--- config.mk ---
export PLATFORM = sky130hd
export DESIGN_NAME = alu_divider
export DESIGN_NICKNAME = d
export VERILOG_FILES = /design/src/rtl/alu_pkg.sv /design/src/rtl/div_step.sv /design/src/rtl/alu_divider.sv
export SDC_FILE = /design/constraint.sdc
export NUM_CORES = 1
export LEC_CHECK = 0
export CAP_MARGIN = 20
export CELL_PAD_IN_SITES_DETAIL_PLACEMENT = 2
export CELL_PAD_IN_SITES_GLOBAL_PLACEMENT = 2
export CORE_ASPECT_RATIO = 1.25
export CORE_MARGIN = 2
export CORE_UTILIZATION = 33
export CTS_CLUSTER_DIAMETER = 60
export DETAILED_ROUTE_END_ITERATION = 8
export MAX_ROUTING_LAYER = met4
export PLACE_DENSITY = 0.78
export SYNTH_ARGS = -nofsm -noshare
export SYNTH_HDL_FRONTEND = slang
export SYNTH_SLANG_ARGS = --single-unit
--- constraint.sdc ---
create_clock -name clk -period 3.1 [get_ports clk]
set_input_delay 0.93 -clock clk [delete_from_list [all_inputs] [get_ports clk]]
set_output_delay 0.93 -clock clk [all_outputs]
set_load 0.1 [all_outputs]
--- src/rtl/alu_pkg.sv ---
// alu_pkg: shared definitions for the execute-stage arithmetic blocks.
//   - div_state_e   : divider control states (IDLE / CALC / FINISH)
//   - DIV_WIDTH     : operand / quotient / remainder width of the divider
//   - DIV_ZERO_QUOT : quotient returned when the divisor is zero (all ones)
package alu_pkg;

  localparam int DIV_WIDTH = 16;

  localparam logic [DIV_WIDTH-1:0] DIV_ZERO_QUOT = {DIV_WIDTH{1'b1}};

  typedef enum logic [1:0] {
    ST_IDLE   = 2'd0,
    ST_CALC   = 2'd1,
    ST_FINISH = 2'd2
  } div_state_e;

endpackage

--- src/rtl/div_step.sv ---
// div_step: one combinational iteration of a restoring divider.
//   rem_i  : partial remainder entering the iteration
//   dvd_i  : remaining dividend magnitude bits; quotient bits shift in at the LSB
//   dsr_i  : divisor magnitude
//   rem_o  : partial remainder after trial subtract / restore
//   dvd_o  : dvd_i shifted left one place with the new quotient bit in the LSB
module div_step #(
  parameter int WIDTH = 16
) (
  input  logic [WIDTH-1:0] rem_i,
  input  logic [WIDTH-1:0] dvd_i,
  input  logic [WIDTH-1:0] dsr_i,
  output logic [WIDTH-1:0] rem_o,
  output logic [WIDTH-1:0] dvd_o
);

  // Upper half of {rem, dvd} << 1, kept WIDTH+1 bits so the bit shifted out of
  // the remainder is not lost when the divisor magnitude exceeds 2^(WIDTH-1).
  logic [WIDTH:0] upper_s;
  logic [WIDTH:0] trial_s;

  assign upper_s = {rem_i, dvd_i[WIDTH-1]};
  // rem_i < dsr_i always holds, so the difference fits in WIDTH+1 signed bits
  // and its MSB is a reliable borrow indicator.
  assign trial_s = upper_s - {1'b0, dsr_i};

  // Accept the trial result when it did not go negative, otherwise restore.
  always_comb begin
    if (trial_s[WIDTH]) begin
      rem_o = upper_s[WIDTH-1:0];
      dvd_o = {dvd_i[WIDTH-2:0], 1'b0};
    end else begin
      rem_o = trial_s[WIDTH-1:0];
      dvd_o = {dvd_i[WIDTH-2:0], 1'b1};
    end
  end

endmodule

--- src/rtl/alu_divider.sv ---
// alu_divider: multi-cycle restoring divider, one quotient bit per cycle.
//   clk, reset        : clock and synchronous active-high reset
//   start             : request a division (sampled only while idle)
//   is_signed         : 1 = two's-complement, 0 = unsigned (sampled with start)
//   dividend, divisor : operands (sampled with start)
//   busy              : operation in progress
//   done              : one-cycle pulse when a new result is presented
//   quotient          : result quotient, held until the next done
//   remainder         : result remainder, held until the next done
//   div_by_zero       : set when the held result came from a zero divisor
// Latency is WIDTH+1 cycles from the accepting edge; a zero divisor
// completes after one cycle.
module alu_divider
  import alu_pkg::*;
#(
  parameter int WIDTH = DIV_WIDTH
) (
  input  logic             clk,
  input  logic             reset,
  input  logic             start,
  input  logic             is_signed,
  input  logic [WIDTH-1:0] dividend,
  input  logic [WIDTH-1:0] divisor,
  output logic             busy,
  output logic             done,
  output logic [WIDTH-1:0] quotient,
  output logic [WIDTH-1:0] remainder,
  output logic             div_by_zero
);

  localparam int CW = $clog2(WIDTH);
  localparam logic [CW-1:0] LAST_ITER = CW'(WIDTH - 1);
  localparam logic [CW-1:0] CNT_ONE   = CW'(1);
  localparam logic [WIDTH-1:0] ONE_W  = WIDTH'(1);

  function automatic logic [WIDTH-1:0] negate(input logic [WIDTH-1:0] v);
    return ~v + ONE_W;
  endfunction

  div_state_e       state_q, state_d;
  logic [CW-1:0]    count_q, count_d;
  logic [WIDTH-1:0] rem_q, rem_d;      // partial remainder
  logic [WIDTH-1:0] dvd_q, dvd_d;      // dividend magnitude, becomes quotient
  logic [WIDTH-1:0] dsr_q, dsr_d;      // divisor magnitude
  logic             q_neg_q, q_neg_d;
  logic             r_neg_q, r_neg_d;
  logic             dz_q, dz_d;        // zero divisor for the operation in flight
  logic             busy_q, busy_d;
  logic             done_q, done_d;
  logic [WIDTH-1:0] quotient_q, quotient_d;
  logic [WIDTH-1:0] remainder_q, remainder_d;
  logic             div_by_zero_q, div_by_zero_d;

  logic [WIDTH-1:0] step_rem_s;
  logic [WIDTH-1:0] step_dvd_s;
  logic             dvd_sign_s;
  logic             dsr_sign_s;

  assign dvd_sign_s = is_signed & dividend[WIDTH-1];
  assign dsr_sign_s = is_signed & divisor[WIDTH-1];

  div_step #(.WIDTH(WIDTH)) u_step (
    .rem_i (rem_q),
    .dvd_i (dvd_q),
    .dsr_i (dsr_q),
    .rem_o (step_rem_s),
    .dvd_o (step_dvd_s)
  );

  // Next-state and datapath logic for the IDLE -> CALC -> FINISH sequence.
  always_comb begin
    state_d       = state_q;
    count_d       = count_q;
    rem_d         = rem_q;
    dvd_d         = dvd_q;
    dsr_d         = dsr_q;
    q_neg_d       = q_neg_q;
    r_neg_d       = r_neg_q;
    dz_d          = dz_q;
    busy_d        = busy_q;
    done_d        = 1'b0;
    quotient_d    = quotient_q;
    remainder_d   = remainder_q;
    div_by_zero_d = div_by_zero_q;

    case (state_q)
      ST_IDLE: begin
        if (start) begin
          busy_d  = 1'b1;
          count_d = {CW{1'b0}};
          if (divisor == {WIDTH{1'b0}}) begin
            // Preload the fixed zero-divisor result; sign fixup is disabled
            // so FINISH passes it through untouched.
            dvd_d   = DIV_ZERO_QUOT;
            rem_d   = dividend;
            dsr_d   = divisor;
            q_neg_d = 1'b0;
            r_neg_d = 1'b0;
            dz_d    = 1'b1;
            state_d = ST_FINISH;
          end else begin
            dvd_d   = dvd_sign_s ? negate(dividend) : dividend;
            dsr_d   = dsr_sign_s ? negate(divisor) : divisor;
            rem_d   = {WIDTH{1'b0}};
            q_neg_d = dvd_sign_s ^ dsr_sign_s;
            r_neg_d = dvd_sign_s;
            dz_d    = 1'b0;
            state_d = ST_CALC;
          end
        end else begin
          state_d = ST_IDLE;
        end
      end

      ST_CALC: begin
        rem_d   = step_rem_s;
        dvd_d   = step_dvd_s;
        count_d = count_q + CNT_ONE;
        if (count_q == LAST_ITER) begin
          state_d = ST_FINISH;
        end else begin
          state_d = ST_CALC;
        end
      end

      ST_FINISH: begin
        quotient_d    = q_neg_q ? negate(dvd_q) : dvd_q;
        remainder_d   = r_neg_q ? negate(rem_q) : rem_q;
        div_by_zero_d = dz_q;
        done_d        = 1'b1;
        busy_d        = 1'b0;
        state_d       = ST_IDLE;
      end

      default: begin
        busy_d  = 1'b0;
        state_d = ST_IDLE;
      end
    endcase
  end

  // State, datapath and output registers with synchronous reset.
  always_ff @(posedge clk) begin
    if (reset) begin
      state_q       <= ST_IDLE;
      count_q       <= {CW{1'b0}};
      rem_q         <= {WIDTH{1'b0}};
      dvd_q         <= {WIDTH{1'b0}};
      dsr_q         <= {WIDTH{1'b0}};
      q_neg_q       <= 1'b0;
      r_neg_q       <= 1'b0;
      dz_q          <= 1'b0;
      busy_q        <= 1'b0;
      done_q        <= 1'b0;
      quotient_q    <= {WIDTH{1'b0}};
      remainder_q   <= {WIDTH{1'b0}};
      div_by_zero_q <= 1'b0;
    end else begin
      state_q       <= state_d;
      count_q       <= count_d;
      rem_q         <= rem_d;
      dvd_q         <= dvd_d;
      dsr_q         <= dsr_d;
      q_neg_q       <= q_neg_d;
      r_neg_q       <= r_neg_d;
      dz_q          <= dz_d;
      busy_q        <= busy_d;
      done_q        <= done_d;
      quotient_q    <= quotient_d;
      remainder_q   <= remainder_d;
      div_by_zero_q <= div_by_zero_d;
    end
  end

  assign busy        = busy_q;
  assign done        = done_q;
  assign quotient    = quotient_q;
  assign remainder   = remainder_q;
  assign div_by_zero = div_by_zero_q;

endmodule
==> results.py, run 1 <==
metrics = {
    "clock_tree": {
        "clkSlewWorstSetupHoldPaths_ns": 0.07,
        "cts_tree": "done",
        "postCtsSetupRepairBufs": 0,
        "clock_path_buffers": 2,
        "clockRootBuffer": "clkbuf_16",
        "cts_hold_buffers": 0,
        "cts_max_level": 3,
        "clock-sinks": 92,
        "numCtsBuffers": 9,
        "cts-resized-gates": 0,
        "clock_latency_ns": 0.36,
    },
    "power": {
        "p_int_mw": 2.346,
        "p_comb_share_pct": 27.8,
        "p_seq_share_pct": 37.6,
        "leakage_nw": 2.899,
        "p_switching_mw": 1.150,
        "p_total_mw": 3.496,
        "power_frac_clock_pct": 34.5,
        "sw_frac_of_total_pct": 32.89,
        "powerDensity_nw_per_um2": 475.6,
        "peakVddDrop_v": 0.0002277,
    },
    "route": {
        "drtPass1Iterations": 4,
        "drt_iter0_drc": 228,
        "ant_nets": 0,
        "via_per_inst": 5.641,
        "vias": 6025,
        "routedWlPerCell_um": 21.00,
        "drc_errors": 0,
        "drt-total-wl_mm": 22.42,
    },
    "cells_and_area": {
        "fin_nets": 897,
        "design_area_um2": 7351,
        "layout_common_cells": "95 x buf_4, 92 x dfxtp_1, 87 x a21oi_1",
        "syn_to_final_growth_pct": 25.35,
        "fillCellCount": 2008,
        "drive_gt1_share_pct": 16.35,
        "final_common_cell": "buf_4",
        "antenna_cells": 0,
    },
    "timing": {
        "period_share_pct": 94.88,
        "slew_headroom_pct": 36.66,
        "worstMarginPinSlew_ns": 0.9502,
        "finalSetupViolCount": 0,
        "period_needed_ns": 2.941,
        "fin_worst_skew_ns": 0.007926,
        "slew_violations": 0,
        "hold_viol": 0,
        "rsz0062_at_grt": "false",
        "max_freq_ghz": 0.3400,
    },
    "yosys": {
        "yosys.area.top_type": "dfxtp_1",
        "synthArstFlopShare_pct": 0,
        "synth_edf_count": 0,
        "synth_cells": 739,
        "yosys_warnings": 0,
        "ys_types": 74,
        "synth_seq_area_share_pct": 31.41,
        "ys_ff_latch": 92,
        "syn_area_per_cell_um2": 7.936,
        "yosysTopAreaCellShare_pct": 31.41,
        "synthTopCellsByArea": "dfxtp_1 31%, a21oi_1 7.4%, nand2_1 5.4%, xnor2_1 4.8%, ha_1 4.5%",
        "synth_nets": 797,
        "netlist_area_um2": 5864,
        "yosys_most_used_dff": "dfxtp_1",
    },
    "floorplan": {
        "die_h_um": 153.0,
        "start_util_pct": 33.64,
        "io_pins": 71,
        "die-area_um2": 18860,
        "placementRows": 54,
        "fp.dieW_um": 123.2,
        "core_um2": 17430,
    },
    "setup_path": {
        "cp-end-kind": "flop",
        "cpMostUsedCell": "a21oi_1",
        "crit_buf_inv": 2,
        "path_delay_family": "compound AO/OA/AOI/OAI gates",
        "slowest_delay_ns": 0.45,
        "crit_path_cell_trace": "inv_1 -> ha_1 -> fa_1 -> nor2b_2 -> o31ai_1 -> a21oi_1 -> buf_4 -> o311a_1 -> a21oi_1 -> a221oi_1 -> o32ai_1",
        "arrival_ns": 3.16,
        "crit_path_top_delay_cell": "fa_1",
        "path_max_fanout": 3,
        "crit_type": "flop to flop",
        "critical_path_required_ns": 3.32,
        "start_kind": "flop",
    },
    "placed_design": {
        "io_buffers": 70,
        "dp_hpwl_mm": 16.97,
        "place.gp.congestion": 0.9543,
        "place_area_um2": 7019,
    },
    "global_routing": {
        "grt_max_degree": 99,
        "grt_pass1_wl_mm": 35.87,
        "overflow": 0,
        "grt_usage_pct": 25.07,
        "grt_pass1_vias": 6637,
        "grt_antenna_before_repair": 0,
    },
    "min_path": {
        "hp-class": "flop to flop",
    },
    "job": {
        "drv_cap": 0,
    },
    "status": {
        "status": "complete, no violations",
    },
}
[cell type report]
cell class / count / area [µm²] / area share (%)
clock buffer: 12 / 266.5 / 3.626
clock inverter: 4 / 55.05 / 0.7489
inverter: 25 / 93.84 / 1.277
multi-input combinational: 578 / 3695 / 50.26
sequential: 92 / 1842 / 25.06
tap: 224 / 280.3 / 3.813
timing repair buffer: 133 / 1119 / 15.22
[Yosys cell counts (3+ instances only)]
cell type,count
dfxtp_1,92
a21oi_1,87
nand2_1,85
nor2_1,69
xnor2_1,32
o21ai_0,30
a211oi_1,28
clkbuf_1,28
inv_1,25
xor2_1,25
ha_1,21
and3_1,16
o221ai_1,12
mux2i_1,11
nor3_1,11
or3_1,11
nand2b_1,10
nand3_1,10
o31ai_1,9
nand4_1,8
nor2b_1,8
nor4_1,7
o22ai_1,7
a21o_1,6
clkbuf_8,6
o21a_1,6
o41ai_1,6
o211ai_1,5
buf_2,4
a22oi_1,3
buf_4,3
or4_1,3
[logic make-up (layout without fill, tap and decap cells)]
logic type,Yosys count,after routing,synth area share (%)
buffers and inverters,69,174,5.846
adders and majority gates,22,22,4.822
DFF,92,92,31.41
AOI/OAI and AO/OA,228,228,25.75
and+or+nand+nor,260,260,21.78
muxes,11,11,1.878
xor gates and xnor gates,57,57,8.513
[tightest hold or removal path, cell delays in order (launching register included)]
cell	delay (ns)
dfxtp_1	0.31
nand2_1	0.05
a21oi_1	0.05
[registers in the layout (all words and copies together), names as in the netlist]
name and count:
q_neg_q 1, done 1, dz_q 1, quotient 16, remainder 16, rem_q 16, dsr_q 16, busy 1
dvd_q 16, state_q 2, r_neg_q 1, count_q 4, div_by_zero 1
[layer usage]
layer | GRT usage (%) | wire, µm | up-vias
met2 | 46.89 | 12290 | 109
met4 | 7.846 | 618 | 0
li1 | - | - | 2877
met1 | 26.51 | 8862 | 2994
met5 | - | 0 | -
met3 | 3.507 | 656 | 45
[metrics by stage]
step,util (%),hold WS (ns),setup TNS [ns],instances,setup slack (ns)
global placement,40.27,0.4395,0,1052,0.01211
finish,42.17,0.4573,0,1068,0.1586
CTS,42.11,0.4616,0,1068,0.1138
global route,42.17,0.4780,0,1068,0.02262
floorplan,-,0.4319,0,739,0.4820
detailed placement,40.27,0.4508,-1.081,1052,-0.2078
[path summary, 6_finish.rpt]
path              slack (ns)    startpoint           end  cells past startpoint
setup / recovery        0.16     dvd_q[15]     rem_q[11]                     11
hold / removal          0.46  remainder[9]  remainder[9]                      2
setup reg to reg        0.16     dvd_q[15]     rem_q[11]                     11
hold reg to reg         0.46  remainder[9]  remainder[9]                      2
[power by group through the flow]
| stage | Clock (mW) | Sequential, mW | Combinational [mW] |
|---|---|---|---|
| finish | 1.21 | 1.32 | 0.973 |
| global route | 1.28 | 1.32 | 1.06 |
| CTS | 1.23 | 1.31 | 0.972 |
| detailed placement | 0 | 1.34 | 0.951 |
| global placement | 0 | 1.33 | 0.911 |
| floorplan | 0 | 1.32 | 0.615 |
No activity file was read; power rests on OpenSTA's default activity.
==> run 2, diff against run 1 <==
- RECOVER_POWER: not set -> 25
==> run 2 against run 1 <==
First-iteration DRC count decreased by 6.1%. Via count about the same. Critical path depth decreased by 4. Combinational power about the same. Count of clock-buffer cells in the layout unchanged. Fmax increased by 0.58%. Global-route usage unchanged. Worst setup slack improved by 0.017 ns. Sequential share of layout area increased by 0.17 points. Clock skew decreased by 0.00053 ns. Total power about the same. Hold slack about the same. Critical path type is now input port to flop. Largest cell class unchanged. Highest routed layer unchanged.
==> results.py, run 2 (synthesis results as in run 1) <==
metrics = {
    "status": {
        "status": "complete, no violations",
    },
    "route": {
        "drt-total-wl_mm": 22.46,
        "via_per_inst": 5.644,
        "ant_nets": 0,
        "vias": 6028,
        "routedWlPerCell_um": 21.03,
        "drt_iter0_drc": 214,
        "drc_errors": 0,
        "drtPass1Iterations": 4,
    },
    "timing": {
        "fin_worst_skew_ns": 0.007394,
        "period_share_pct": 94.33,
        "finalSetupViolCount": 0,
        "max_freq_ghz": 0.3420,
        "hold_viol": 0,
        "worstMarginPinSlew_ns": 1.175,
        "layout_setup_ws_ns": 0.1756,
        "slew_headroom_pct": 21.98,
        "period_needed_ns": 2.924,
        "tns_ns": 0,
        "slew_violations": 0,
        "rsz0062_at_grt": "false",
    },
    "global_routing": {
        "grt_pass1_wl_mm": 35.87,
        "grt_max_degree": 99,
        "overflow": 0,
        "grt_usage_pct": 25.07,
        "grt_antenna_before_repair": 0,
        "grt_pass1_vias": 6637,
    },
    "clock_tree": {
        "clkSlewWorstSetupHoldPaths_ns": 0.07,
        "clock_latency_ns": 0.36,
        "clockRootBuffer": "clkbuf_16",
        "postCtsSetupRepairBufs": 0,
        "cts_max_level": 3,
        "numCtsBuffers": 9,
        "cts_tree": "done",
        "clock-sinks": 92,
        "cts-resized-gates": 0,
        "cts_hold_buffers": 0,
        "clock_path_buffers": 2,
    },
    "cells_and_area": {
        "fin_nets": 897,
        "instances_no_fill": 1068,
        "syn_to_final_growth_pct": 24.49,
        "drive_gt1_share_pct": 14.81,
        "final_common_cell": "dfxtp_1",
        "post-route-util_pct": 41.88,
        "antenna_cells": 0,
        "layout_common_cells": "92 x dfxtp_1, 87 x a21oi_1, 85 x nand2_1",
    },
    "setup_path": {
        "crit_buf_inv": 1,
        "slowest_delay_ns": 0.61,
        "critical_path_required_ns": 3.32,
        "path_max_fanout": 3,
        "start_kind": "input port",
        "rr_endpoint": "rem_q[11]",
        "crit_type": "input port to flop",
        "reg2reg_depth": 11,
        "r2r_slack_ns": 0.18,
        "arrival_ns": 3.15,
        "crit-reg2reg-launch": "dvd_q[15]",
        "crit_path_cell_trace": "clkdlybuf4s50_1 -> or4_1 -> nor4_2 -> nand2_1 -> o21ai_0 -> xor2_1 -> a211oi_1",
        "crit_path_top_delay_cell": "or4_1",
        "path_delay_family": "simple AND/OR/NAND/NOR gates",
        "cp-end-kind": "flop",
    },
    "job": {
        "drv_cap": 0,
    },
    "floorplan": {
        "io_pins": 71,
        "core_um2": 17430,
        "start_util_pct": 33.64,
        "die-area_um2": 18860,
        "die_h_um": 153.0,
        "placementRows": 54,
        "fp.dieW_um": 123.2,
    },
    "placed_design": {
        "io_buffers": 70,
        "dp_hpwl_mm": 16.97,
        "dp.cells": 1052,
        "pre_cts_ws_ns": -0.2078,
        "place.gp.congestion": 0.9543,
    },
    "power": {
        "leakage_nw": 2.848,
        "peakVddDrop_v": 0.0002280,
        "p_total_mw": 3.496,
        "powerDensity_nw_per_um2": 478.9,
    },
    "min_path": {
        "hp-class": "flop to flop",
        "hold_end": "quotient[10]",
        "holdPathStages": 2,
        "hp-start": "quotient[10]",
    },
}
run 2: cell count changes in the layout (fill, tap and decap cells not counted):
cell,before,now
nor2b_1,5,6
buf_4,95,82
dlygate4sd3_1,0,1
clkbuf_2,0,1
clkbuf_1,0,12
nor2b_2,3,2
clkdlybuf4s50_1,34,33
run 2: worst max path at each step:
stage	cells after the start	endpoint	slack [ns]	start
CTS	12	rem_q[14]	0.11	dvd_q[15]
finish	7	dsr_q[11]	0.18	divisor[2]
global placement	8	dvd_q[15]	0.01	dividend[5]
global route	12	rem_q[7]	0.02	dvd_q[15]
floorplan	10	rem_q[8]	0.48	divisor[0]
detailed placement	7	dsr_q[13]	-0.21	divisor[2]
run 2: area by class of cell:
cell class	count	area (µm²)
Fill cell	2006	10130
Inverter	25	93.84
Sequential cell	92	1842
Tap cell	224	280.3
Multi-Input combinational cell	578	3692
Timing Repair Buffer	133	1071
Clock inverter	4	55.05
Clock buffer	12	266.5
run 2: metrics by stage:
step                hold WS (ns)  area [µm²]
finish                    0.4572        7301
global route              0.4780        7301
CTS                       0.4616        7341
detailed placement        0.4508        7019
global placement          0.4395        7019
floorplan                 0.4319        5864
run 2: routing by layer:
metal / vias up / GRT usage (%) / routed length (µm)
met5: - / - / 0
met4: 0 / 7.846 / 616
met3: 45 / 3.507 / 589
met2: 107 / 46.89 / 12290
met1: 2999 / 26.51 / 8961
li1: 2877 / - / -
run 2: where the power goes:
group          internal [mW]  switching, mW  leakage (nW)
logic                  0.410          0.563          1.94
registers               1.24         0.0771         0.750
clock network          0.697          0.512         0.155
total                   2.35           1.15          2.85
run 2: worst min-delay path, stage by stage, from the launching register on:
cell     delay (ns)
dfxtp_1        0.31
nand2_1        0.05
a21oi_1        0.05
==> run 3, diff against run 2 <==
- CORE_UTILIZATION: 33 -> 34
- CTS_BUF_LIST: not set -> sky130_fd_sc_hd__clkbuf_4
- PLACE_DENSITY: 0.78 -> 0.8
==> run 3 against run 2 <==
Final cell count shrank 0.75%. Clock power is 44% lower. Utilization up 0.24 points. Sequential cell count did not move. Die area is 2.9% lower. Via count shrank 1.3%. Count of clock-buffer cells in the layout down 2. Global-route usage is 0.54 points lower. Clock skew is 0.019 ns higher. Worst setup slack got worse by 0.021 ns. Cell area down 2.8%. Sequential share of layout area rose by 0.73 points.
==> results.py, run 3 (synthesis results as in run 1) <==
metrics = {
    "status": {
        "status": "complete, no violations",
    },
    "floorplan": {
        "fp.dieW_um": 121.5,
        "core_um2": 16840,
        "start_util_pct": 34.82,
        "die-area_um2": 18320,
        "die_h_um": 150.8,
        "placementRows": 53,
        "io_pins": 71,
    },
    "timing": {
        "finalSetupViolCount": 0,
        "fin_worst_skew_ns": 0.02660,
        "hold_viol": 0,
        "rsz0062_at_grt": "false",
        "slew_headroom_pct": 22.83,
        "max_freq_ghz": 0.3395,
        "period_needed_ns": 2.946,
        "slew_violations": 0,
        "worstMarginPinSlew_ns": 1.163,
        "tns_ns": 0,
        "period_share_pct": 95.03,
    },
    "clock_tree": {
        "numCtsBuffers": 9,
        "cts_max_level": 3,
        "clock_latency_ns": 0.46,
        "cts_tree": "done",
        "clockRootBuffer": "clkbuf_4",
        "clkSlewWorstSetupHoldPaths_ns": 0.15,
        "clock-sinks": 92,
        "clock_path_buffers": 2,
        "cts_hold_buffers": 0,
    },
    "placed_design": {
        "place.gp.congestion": 0.8770,
        "place_area_um2": 6984,
        "dp_hpwl_mm": 16.81,
        "io_buffers": 70,
    },
    "route": {
        "via_per_inst": 5.614,
        "ant_nets": 0,
        "drtPass1Iterations": 4,
        "drt-total-wl_mm": 21.15,
        "vias": 5951,
        "drc_errors": 0,
        "routedWlPerCell_um": 19.96,
        "drt_iter0_drc": 265,
    },
    "power": {
        "leakage_nw": 2.774,
        "peakVddDrop_v": 0.0001495,
        "powerDensity_nw_per_um2": 415.7,
        "p_total_mw": 2.949,
    },
    "setup_path": {
        "start_kind": "flop",
        "cp-end-kind": "flop",
        "arrival_ns": 3.28,
        "critical_path_required_ns": 3.44,
        "path_max_fanout": 7,
        "crit_type": "flop to flop",
        "reg2reg_depth": 11,
        "crit_path_start": "dvd_q[15]",
        "crit-reg2reg-launch": "dvd_q[15]",
    },
    "global_routing": {
        "overflow": 0,
        "grt_antenna_before_repair": 1,
        "grt_usage_pct": 24.53,
        "grt_pass1_wl_mm": 34.15,
        "grt_pass1_vias": 6425,
        "grt_max_degree": 99,
    },
    "cells_and_area": {
        "fillCellCount": 2004,
        "final_common_cell": "dfxtp_1",
        "design_area_um2": 7094,
        "syn_to_final_growth_pct": 20.97,
        "post-route-util_pct": 42.12,
        "register_area_um2": 1842,
        "multi_input_area_um2": 3695,
        "layout_common_cells": "92 x dfxtp_1, 86 x a21oi_1, 84 x nand2_1",
        "drive_gt1_share_pct": 15.02,
        "fin_nets": 893,
    },
    "min_path": {
        "holdPathStages": 2,
        "hp-start": "quotient[11]",
        "hp-class": "flop to flop",
    },
    "job": {
        "drv_cap": 0,
    },
}
## run 3: cell types whose count changed in the layout (fill, tap and decap cells not counted), sizes merged
cell and delta:
inv -1, clkbuf -6, clkinvlp -1, diode +1, clkinv +3
## run 3: metrics by stage
stage	cells	hold slack (ns)	worst slack, ns
after floorplan	739	0.4319	0.4820
final	1060	0.4628	0.1542
after detailed placement	1044	0.4477	-0.1324
after CTS	1059	0.4670	0.06203
after global routing	1060	0.4940	0.006604
after global placement	1044	0.4396	0.01753
## run 3: power breakdown
part | switching, mW | leakage (nW) | internal [mW]
combinational | 0.554 | 1.95 | 0.410
sequential | 0.0731 | 0.750 | 1.24
clock | 0.424 | 0.0760 | 0.249
total | 1.05 | 2.77 | 1.90
## run 3: routing by layer
layer / wire [µm] / vias up / track usage, %
met4: 458 / 0 / 7.529
met2: 11310 / 100 / 45.31
li1: - / 2882 / -
met1: 8728 / 2946 / 27.70
met3: 656 / 23 / 2.673
met5: 0 / - / -
## run 3: final cells by class
cell class	count	area share (%)
Antenna cell	1	0.03527
Clock buffer	10	1.058
Clock inverter	5	0.7584
Inverter	25	1.323
Multi-Input combinational cell	578	52.08
Sequential cell	92	25.96
Tap cell	220	3.880
Timing Repair Buffer	129	14.90
## run 3: critical path: stages (launching register included)
cell and delay (ns):
dfxtp_1 0.43, inv_1 0.11, ha_1 0.24, fa_1 0.43, nor2b_1 0.19, o31ai_1 0.12
a21oi_1 0.32, o311ai_2 0.18, nand2_2 0.22, buf_4 0.21, mux2i_1 0.26, o22ai_1 0.12
## run 3: worst paths after layout
check	slack (ns)	end
worst max-delay path	0.15	rem_q[4]
worst min-delay path	0.46	quotient[11]
worst max register to register	0.15	rem_q[4]
worst min register to register	0.46	quotient[11]
## run 3: timing repair
action                     4_1_cts  5_1_grt
setup buffers                    0        0
resized for setup                0        4
hold endpoints to repair         0        0
setup endpoints to repair        0       11
